File: src/rtl/sseg_pkg.sv
// Shared types and constants for the serial 7-segment display driver.
package sseg_pkg;

    // Frame sequencer states.
    typedef enum logic [1:0] {
        ST_IDLE  = 2'd0,
        ST_LOAD  = 2'd1,
        ST_SHIFT = 2'd2,
        ST_LATCH = 2'd3
    } state_t;

    // Bits per frame and the width of the bit index that walks it.
    localparam int FRAME_BITS = 64;
    localparam int BIT_CNT_W  = 6;
    localparam int DIGITS     = 8;

    // Active-low segment patterns {dp,g,f,e,d,c,b,a} with the dp bit off.
    // Element n is the pattern for hex digit n (listed F down to 0).
    localparam logic [15:0][7:0] SEG_TABLE = {
        8'h8E, 8'h86, 8'hA1, 8'hC6, 8'h83, 8'h88, 8'h90, 8'h80,
        8'hF8, 8'h82, 8'h92, 8'h99, 8'hB0, 8'hA4, 8'hF9, 8'hC0
    };

    // Every segment and the dp dark: used for the blink-off phase.
    localparam logic [7:0] SEG_BLANK = 8'hFF;

endpackage

File: src/rtl/sseg_hex_decode.sv
// Combinational decoder: one hex nibble plus its decimal point to an
// active-low segment byte {dp,g,f,e,d,c,b,a}.
module sseg_hex_decode
    import sseg_pkg::*;
(
    input  logic [3:0] hex,
    input  logic       point,
    output logic [7:0] seg
);

    // Table lookup for the segments; a lit point pulls the dp bit low.
    always_comb begin
        seg = {~point, SEG_TABLE[hex][6:0]};
    end

endmodule

File: src/rtl/sseg_serial_driver.sv
// Encodes eight hex digits into a 64-bit segment frame and shifts it MSB
// first into external shift registers, finishing each frame with a latch
// strobe. All outputs are registered.
module sseg_serial_driver
    import sseg_pkg::*;
#(
    parameter int DIV     = 2,
    parameter int BLINK_W = 24
) (
    input  logic        clk,
    input  logic        rst,
    input  logic [31:0] hexs,
    input  logic [7:0]  points,
    input  logic [7:0]  les,
    input  logic        start,
    output logic        busy,
    output logic        seg_clk,
    output logic        seg_sout,
    output logic        seg_pen,
    output logic        seg_clrn
);

    // Phase counter is sized for DIV but never narrower than one bit.
    localparam int              PH_W    = (DIV > 1) ? $clog2(DIV) : 1;
    localparam logic [PH_W-1:0] PH_LAST = PH_W'(DIV - 1);
    localparam logic [BIT_CNT_W-1:0] BIT_LAST = BIT_CNT_W'(FRAME_BITS - 1);

    state_t                  state_q, state_d;
    logic [PH_W-1:0]         phase_q, phase_d;
    logic [BIT_CNT_W-1:0]    bit_q, bit_d;
    logic [FRAME_BITS-1:0]   frame_q, frame_d;
    logic                    busy_d, sclk_d, sout_d, pen_d;
    logic [BLINK_W-1:0]      blink_cnt;
    logic                    blink_phase;
    logic [DIGITS-1:0][7:0]  dec_byte;
    logic [FRAME_BITS-1:0]   load_frame;

    assign blink_phase = blink_cnt[BLINK_W-1];

    // Free-running blink counter; only a reset clears it, never a frame request.
    always_ff @(posedge clk) begin
        // NOTE: sequential state uses non-blocking assignments so every
        // register samples pre-edge values, independent of block order.
        if (rst) begin
            blink_cnt <= '0;
        end else begin
            blink_cnt <= blink_cnt + 1'b1;
        end
    end

    // One decoder per digit; digit i takes nibble hexs[4i+3:4i].
    for (genvar i = 0; i < DIGITS; i++) begin : g_digit
        sseg_hex_decode u_dec (
            .hex   (hexs[4*i +: 4]),
            .point (points[i]),
            .seg   (dec_byte[i])
        );
    end

    // Frame candidate: byte 7 lands in [63:56]; a blinking digit is blanked
    // whole (dp included) during blink phase 1. It is captured only at the
    // end of LOAD, so the inputs and blink phase are sampled once per frame.
    always_comb begin
        load_frame = '1;
        for (int i = 0; i < DIGITS; i++) begin
            load_frame[8*i +: 8] = (les[i] && blink_phase) ? SEG_BLANK : dec_byte[i];
        end
    end

    // Next-state and next-output logic for the frame sequencer.
    always_comb begin
        // NOTE: every target gets a hold value first, so no path through the
        // case leaves a variable unassigned and no latch is inferred.
        state_d = state_q;
        phase_d = phase_q;
        bit_d   = bit_q;
        frame_d = frame_q;
        busy_d  = busy;
        sclk_d  = seg_clk;
        sout_d  = seg_sout;
        pen_d   = seg_pen;

        unique case (state_q)
            ST_IDLE: begin
                if (start) begin
                    state_d = ST_LOAD;
                    busy_d  = 1'b1;
                end
            end

            ST_LOAD: begin
                state_d = ST_SHIFT;
                frame_d = load_frame;
                sout_d  = load_frame[FRAME_BITS-1];
                phase_d = '0;
                bit_d   = '0;
                sclk_d  = 1'b0;
            end

            ST_SHIFT: begin
                if (phase_q == PH_LAST) begin
                    phase_d = '0;
                    if (!seg_clk) begin
                        // End of low half: raise the shift clock, data already stable.
                        sclk_d = 1'b1;
                    end else begin
                        // End of high half: drop the clock and move to the next bit.
                        sclk_d = 1'b0;
                        if (bit_q == BIT_LAST) begin
                            state_d = ST_LATCH;
                            pen_d   = 1'b1;
                        end else begin
                            bit_d   = bit_q + 1'b1;
                            frame_d = {frame_q[FRAME_BITS-2:0], 1'b1};
                            sout_d  = frame_q[FRAME_BITS-2];
                        end
                    end
                end else begin
                    phase_d = phase_q + 1'b1;
                end
            end

            ST_LATCH: begin
                if (phase_q == PH_LAST) begin
                    state_d = ST_IDLE;
                    phase_d = '0;
                    pen_d   = 1'b0;
                    busy_d  = 1'b0;
                    sout_d  = 1'b1;
                end else begin
                    phase_d = phase_q + 1'b1;
                end
            end

            default: begin
                state_d = ST_IDLE;
            end
        endcase
    end

    // Sequencer registers and registered outputs; reset aborts any frame.
    always_ff @(posedge clk) begin
        if (rst) begin
            state_q  <= ST_IDLE;
            phase_q  <= '0;
            bit_q    <= '0;
            // NOTE: the frame register is reset to all ones so the serial
            // line idles high; it is a plain register, not a memory array.
            frame_q  <= '1;
            busy     <= 1'b0;
            seg_clk  <= 1'b0;
            seg_sout <= 1'b1;
            seg_pen  <= 1'b0;
            seg_clrn <= 1'b0;
        end else begin
            state_q  <= state_d;
            phase_q  <= phase_d;
            bit_q    <= bit_d;
            frame_q  <= frame_d;
            busy     <= busy_d;
            seg_clk  <= sclk_d;
            seg_sout <= sout_d;
            seg_pen  <= pen_d;
            seg_clrn <= 1'b1;
        end
    end

endmodule

File: config.mk
export PLATFORM = sky130hd
export DESIGN_NAME = sseg_serial_driver
export DESIGN_NICKNAME = d
export VERILOG_FILES = /design/src/rtl/sseg_pkg.sv /design/src/rtl/sseg_hex_decode.sv /design/src/rtl/sseg_serial_driver.sv
export SDC_FILE = /design/constraint.sdc
export NUM_CORES = 1
export LEC_CHECK = 0
export CAP_MARGIN = 5
export CORE_ASPECT_RATIO = 2
export CORE_MARGIN = 2
export CORE_UTILIZATION = 57
export CTS_CLUSTER_SIZE = 8
export DETAILED_ROUTE_END_ITERATION = 10
export DONT_BUFFER_PORTS = 1
export GPL_ROUTABILITY_DRIVEN = 0
export PLACE_DENSITY = 0.72
export SLEW_MARGIN = 15
export SYNTH_ARGS = -nofsm -noshare
export SYNTH_HDL_FRONTEND = slang
export SYNTH_SLANG_ARGS = --single-unit
File: constraint.sdc
create_clock -name clk -period 5.5 [get_ports clk]
set_clock_uncertainty 0.15 [all_clocks]
set_input_delay 1.375 -clock clk [delete_from_list [all_inputs] [get_ports clk]]
set_output_delay 1.375 -clock clk [all_outputs]
set_load 0.01 [all_outputs]
==> impl_results.md, run 1 <==
* R2R depth at 8
* Synth Register Bits at 101
* Hold path depth at 2
* Hold Crit Class: reg2reg
* # nets final at 852
* Detailed Place HPWL at 10170 um
* Total CTS buffers at 9
* Clock Latency Late Sink at 0.35 ns
* Post-route ant nets at 0
* Ant. Diodes at 0
* Placed Instance Area at 6482 um^2
* WL per Instance at ~16 um
* Combinational power share at 0.274
* FFs w/ async S/R, synth at 0
* Outcome: completed
* Drt initial violations at 355
* Worst Setup Start Kind: flop
* Routed vias/inst at 6.146
* Grt met3 use at 0.04756
* Int Power at roughly 0.0017 W
* Relative slew slack at 0.3007
* Sw frac at 0.3254
* Synth top area cells: dfxtp_1 (31%), ha_1 (12%), a21oi_1 (7.5%)
* Share of cells above drive strength 1 at 0.06864
* Wire length of the first global-routing pass at around 23000 um
* Global Route Usage Sum at 0.2341
* Slew @ Worst Pin at approximately 1.0 ns
* Yosys top cell area share at 0.3104
* Clock slew at reported path FFs at around 0.070 ns
* Min Tclk post-route at slightly below 3 ns
* Core Region at 11220 um^2
* Fin crit share at 0.5262
* Final Hold Fails at 0
* Max Cap Viol at 0
* Maximum VDD drop at 0.0002427 V
* 1st-pass router iterations at 5
* Hold endpoint: frame_q[22]$_SDFFE_PP1P_
* # DRC at 0
* Max clock buf depth at 2
* Final Max Tran Viols at 0
* DIE WIDTH at 79.59 um
* Final core utilization at 0.6088
* Multi-input gate area at 4121 um^2
* Initial antenna violation count at 0
* Syn_nets at around 890
* FF/Latch Area at 2022 um^2
* R2R Path Start: state_q[0]$_SDFFE_PP0P_
* Max FO, Critical Path at 81
* Die ar. at 12350 um^2
* Clk network pwr share at 0.297
* EDFF count, synth at 0
* Syn-to-layout area delta at 4.841%
* Setup Buffers After CTS at 0
* Setup TNS at 0 ns
* Post-CTS sizing at 0
* Avg Synthesized Cell Area at 8.351 um^2
* RR Endpoint: frame_q[1]$_SDFFE_PP1P_
* Row Count at 55
* M2 GR Usage at 0.4282
* Ports at 56
* Flop pwr share at 0.430
* Setup violators final at 0
* Ys flop type: dfxtp_1
* Setup slack, reg-to-reg at 2.61 ns
* Post-Route WL at ~14000 um
* Largest net degree at the start of global routing at 94
* Synthesized area at around 6500 um^2
* Register area share after synthesis at 0.3104
* Remaining Overflow, GRT at 0
* Vias in the first global route at 5262
* Cells after Synth at 780
* Fillers at 986
* IO Port Bufs at 0
* Post-synth cell types at 49
* Most common cell after layout, fill and taps aside: dfxtp_1
* Fmax at 0.3455 GHz
* CP Capture Type: flop
* Most frequent cells in the layout: dfxtp_1 (101), a21oi_1 (98), ha_1 (63)
* Pwr dens at about 360 nW/um^2
* Post-layout instance area at 6829 um^2
* Synth warn at 0
* Hold Buf Count CTS at 0
* Hold path startpoint: frame_q[22]$_SDFFE_PP1P_
* Root Buffer Master: clkbuf_16
* P_sw at 0.0008000 W
* CTS tree: done
* Worst path required time at 5.61 ns
* Die H at 155.2 um
* RSZ-0062 raised after global routing: false
* Global routing usage on met1 at 0.2509
* Hold_ws at around 0.31 ns
* Setup Crit Path Kind: reg2reg
* Static leakage at 2.780 nW
* Initial core utilization at 0.5807
* Clock sink count at ~100
* # H-tree levels at 3
* Grt peak-use layer: met2
* CP arrival at 3.00 ns
* DR vias at 5439
* Synth area leader: dfxtp_1
## Yosys cell counts, types with 4 or more instances
| cell type | count |
|---|---|
| nand4_1 | 6 |
| nand3_1 | 18 |
| nand2b_1 | 4 |
| nor2_1 | 46 |
| or4_1 | 9 |
| o21ai_0 | 38 |
| buf_2 | 17 |
| o31ai_1 | 26 |
| mux4_2 | 8 |
| ha_1 | 63 |
| a21o_1 | 6 |
| nor3_1 | 13 |
| dfxtp_1 | 101 |
| o22ai_1 | 22 |
| inv_1 | 36 |
| nor3b_1 | 10 |
| mux2i_1 | 24 |
| xor2_1 | 9 |
| or3_1 | 5 |
| a211o_1 | 11 |
| buf_1 | 8 |
| o211ai_1 | 8 |
| a21oi_1 | 98 |
| and4_1 | 5 |
| nand2_1 | 50 |
| o2bb2ai_1 | 7 |
| a221oi_1 | 7 |
| mux2_2 | 19 |
| xnor2_1 | 6 |
| clkbuf_1 | 29 |
| o21ai_1 | 45 |
## registers in the layout, summed over array words and instances (netlist names)
signal     cells
bit_q          6
blink_cnt     24
busy           1
frame_q       63
phase_q        1
seg_clk        1
seg_clrn       1
seg_pen        1
seg_sout       1
state_q        2
## worst max-delay path, stage by stage, from the launching register on
cell     delay, ns
dfxtp_1       0.39
inv_1         0.10
ha_1          0.34
and3_1        0.29
o22ai_4       0.10
buf_4         0.45
buf_4         0.67
a21oi_1       0.16
o31ai_1       0.10
## layout make-up
cell class,instances,area share
clock buffer,9,0.03298
multi-input combinational,586,0.6035
clock inverter,7,0.01777
inverter,37,0.02034
timing repair buffer,3,0.003298
sequential,101,0.2961
tap,142,0.02602
## through the flow
step / total power (W) / setup slack [ns] / std cells
floorplan: 0.001625 / 2.820 / 780
global placement: 0.001709 / 2.707 / 869
detailed placement: 0.001741 / 2.641 / 869
CTS: 0.002467 / 2.631 / 885
global route: 0.002617 / 2.350 / 885
finish: 0.002458 / 2.606 / 885
## cells by family after synthesis
group / after synthesis / share of synthesized area
buffers and inverters: 93 / 0.05801
adder cells (fa/ha/maj): 63 / 0.1210
XOR/XNOR: 15 / 0.02017
flip-flops: 101 / 0.3104
multiplexers: 54 / 0.1026
AND/OR/NAND/NOR: 176 / 0.1345
AO/OA/AOI/OAI: 278 / 0.2534
## power by group through the flow
stage / Combinational, W / Sequential, W / Clock (W)
2_1_floorplan: 0.000588 / 0.00104 / 0
3_3_place_gp: 0.000648 / 0.00106 / 0
3_5_place_dp: 0.000671 / 0.00107 / 0
4_1_cts: 0.000673 / 0.00105 / 0.000740
5_1_grt: 0.000769 / 0.00108 / 0.000769
6_report: 0.000673 / 0.00106 / 0.000730
## per-layer routing
layer  vias to the layer above  wire (um)
met5                         -          0
met4                         0        489
met3                        30        552
met2                       106       7649
met1                      2547       5424
li1                       2756          -
## worst max-delay path by stage
stage	startpoint	end	slack [ns]	cells after the start
floorplan	hexs[12]	frame_q[30]$_SDFFE_PP1P_	2.82	6
global placement	hexs[12]	frame_q[30]$_SDFFE_PP1P_	2.71	6
detailed placement	state_q[0]$_SDFFE_PP0P_	frame_q[1]$_SDFFE_PP1P_	2.64	8
CTS	state_q[0]$_SDFFE_PP0P_	frame_q[1]$_SDFFE_PP1P_	2.63	8
global route	state_q[0]$_SDFFE_PP0P_	frame_q[10]$_SDFFE_PP1P_	2.35	8
finish	state_q[0]$_SDFFE_PP0P_	frame_q[1]$_SDFFE_PP1P_	2.61	8
No activity file was read; power rests on OpenSTA's default activity.
==> run 2, diff against run 1 <==
PLACE_DENSITY = 0.75   (was 0.72)
clock period = 2.3 ns   (was 5.5 ns; I/O delays follow)
==> run 2 against run 1 <==
Effect of this change:
- routed wire length rose by 2.8%
- combinational power grew to 2.6 times the previous value
- hold slack worse by 0.17 ns
- flip-flop and latch count is the same
- maximum frequency rose by 34%
- largest cell class unchanged
- highest routed layer unchanged
==> impl_results.md, run 2 (synthesis results as in run 1) <==
* DIE WIDTH at 79.59 um (unchanged)
* Max reg flops at 63 (unchanged)
* Post-Route WL at 14520 um (+2.8%)
* WL per Instance at 16.22 um (+1.7%)
* Ports at 56 (unchanged)
* FF/Latch Area at 2022 um^2 (unchanged)
* Setup Crit Path Kind: reg2reg
* Largest net degree at the start of global routing at 94 (unchanged)
* Biggest register: frame_q
* Fin crit share at 0.9392 (+0.4129)
* Core Region at 11220 um^2 (unchanged)
* Syn-to-layout area delta at 6.089%
* Final Max Tran Viols at 0 (unchanged)
* Setup violators final at 0 (unchanged)
* Fillers at 994 (+0.81%)
* Die ar. at 12350 um^2 (unchanged)
* Share of cells above drive strength 1 at 0.08101 (+0.01237)
* Final Hold Fails at 0 (unchanged)
* # H-tree levels at 3 (unchanged)
* IO Port Bufs at 0 (unchanged)
* Root Buffer Master: clkbuf_16
* Max Cap Viol at 0 (unchanged)
* Hold Buf Count CTS at 0 (unchanged)
* Post-layout instance area at 6910 um^2 (+1.2%)
* Hold Crit Class: in2reg
* Max FO, Critical Path at 25 (-69%)
* Multi-input gate area at 4121 um^2 (unchanged)
* Relative slew slack at 0.5392 (+0.2385)
* Slew @ Worst Pin at 0.6903 ns (-0.3572 ns)
* Hold endpoint: phase_q$_SDFFE_PP0N_
* Most frequent cells in the layout: dfxtp_1 (101), a21oi_1 (98), ha_1 (63)
* Maximum VDD drop at 0.0006435 V (+170%)
* Fmax at 0.4630 GHz (+34%)
* Min Tclk post-route at 2.160 ns (-0.7343 ns)
* RSZ-0062 raised after global routing: true
* Max clock buf depth at 2 (unchanged)
* Clock sink count at 101 (unchanged)
* Total Power at 0.005883 W (+140%)
* Final non-filler cell total at 895 (+1.1%)
* Post-route ant nets at 0 (unchanged)
* Initial antenna violation count at 0 (unchanged)
* Setup slack, reg-to-reg at 0.14 ns (-2.47 ns)
* 1st-pass router iterations at 6 (+1)
* Row Count at 55 (unchanged)
* Total CTS buffers at 9 (unchanged)
* Largest registers: frame_q: 63 flops, blink_cnt: 24 flops, bit_q: 6 flops
* Hold path startpoint: rst
* Clock slew at reported path FFs at 0.07 ns (about the same)
* CTS tree: done
* Detailed Place HPWL at 10500 um (+3.2%)
* Worst path required time at 2.38 ns (-3.23 ns)
* Worst Setup Start Kind: flop
* R2R Path Start: state_q[0]$_SDFFE_PP0P_
* Drt initial violations at 285 (-20%)
* CP Capture Type: flop
* Most common cell after layout, fill and taps aside: dfxtp_1
* Hold path depth at 1 (-1)
* Initial core utilization at 0.5807 (unchanged)
* Placed Instance Area at 6595 um^2 (+1.7%)
* # DRC at 0 (unchanged)
* R2R depth at 7 (-1)
* Static leakage at 2.836 nW (+2.0%)
* Hold_ws at 0.1434 ns (-0.1677 ns)
* DR vias at 5600 (+3.0%)
* Pre-CTS WS at 0.1684 ns (-2.473 ns)
* Vias in the first global route at 5472 (+4.0%)
* Cells after DPL at 879 (+1.2%)
* Die H at 155.2 um (unchanged)
* Clock Latency Late Sink at 0.35 ns (about the same)
* Pwr dens at 851.3 nW/um^2 (+140%)
* Ant. Diodes at 0 (unchanged)
* Slack of the critical path at 0.1400 ns (-2.466 ns)
* CP arrival at 2.24 ns (-0.76 ns)
* Global Route Usage Sum at 0.2398 (+0.005707)
* Wire length of the first global-routing pass at 24080 um (+2.9%)
* Worst Setup SP: state_q[0]$_SDFFE_PP0P_
* Remaining Overflow, GRT at 0 (unchanged)
* Outcome: completed
* RR Endpoint: frame_q[22]$_SDFFE_PP1P_
* Routed vias/inst at 6.257 (+1.8%)
* # nets final at 862 (+1.2%)
run 2: metrics by stage:
stage | TNS (ns) | util
after global placement | 0 | 0.5880
after CTS | 0 | 0.6161
after global routing | -0.006418 | 0.6161
final | 0 | 0.6161
after floorplan | 0 | -
after detailed placement | 0 | 0.5880
run 2: metal layers:
metal  vias up  track usage  wire [um]
met4         0       0.1100        481
li1       2780            -          -
met5         -            0          0
met2       124       0.4418       7749
met3        36      0.05510        679
met1      2660       0.2498       5603
run 2: how the worst max path moves through the flow:
stage | end | slack [ns] | cells after the start
after floorplan | frame_q[21]$_SDFFE_PP1P_ | 0.35 | 8
after global placement | frame_q[30]$_SDFFE_PP1P_ | 0.28 | 7
after detailed placement | frame_q[22]$_SDFFE_PP1P_ | 0.17 | 7
after CTS | frame_q[22]$_SDFFE_PP1P_ | 0.15 | 7
after global routing | frame_q[14]$_SDFFE_PP1P_ | -0.006 | 7
final | frame_q[22]$_SDFFE_PP1P_ | 0.14 | 7
run 2: where the power goes:
part           total, W  switching, W  leakage (nW)  internal (W)
combinational   0.00173      0.000989          1.86      0.000743
sequential      0.00254      0.000287         0.830       0.00225
clock           0.00162      0.000668         0.151      0.000947
total           0.00588       0.00194          2.84       0.00394
run 2: critical path, stage by stage (launching register included):
cell and delay (ns):
dfxtp_1 0.38, inv_1 0.10, ha_1 0.26, buf_4 0.19, inv_2 0.38, nand2_1 0.17
a221oi_1 0.29, o31ai_1 0.11
run 2: final cells by class:
| cell class | count | area share |
|---|---|---|
| timing repair buffer | 13 | 0.01955 |
| sequential | 101 | 0.2926 |
| inverter | 37 | 0.02010 |
| multi-input combinational | 586 | 0.5964 |
| clock buffer | 9 | 0.03259 |
| tap | 142 | 0.02571 |
| clock inverter | 7 | 0.01304 |
run 2: what timing repair did:
| action | 4_1_cts | 5_1_grt |
|---|---|---|
| setup endpoints to repair | 0 | 1 |
| buffers inserted | 0 | 0 |
| gates resized for setup | 0 | 0 |
==> run 3, diff against run 2 <==
GPL_ROUTABILITY_DRIVEN = unset   (was 0)
==> results of run 3 <==
The final DEF is identical to that of run 2; final timing and power are the same.
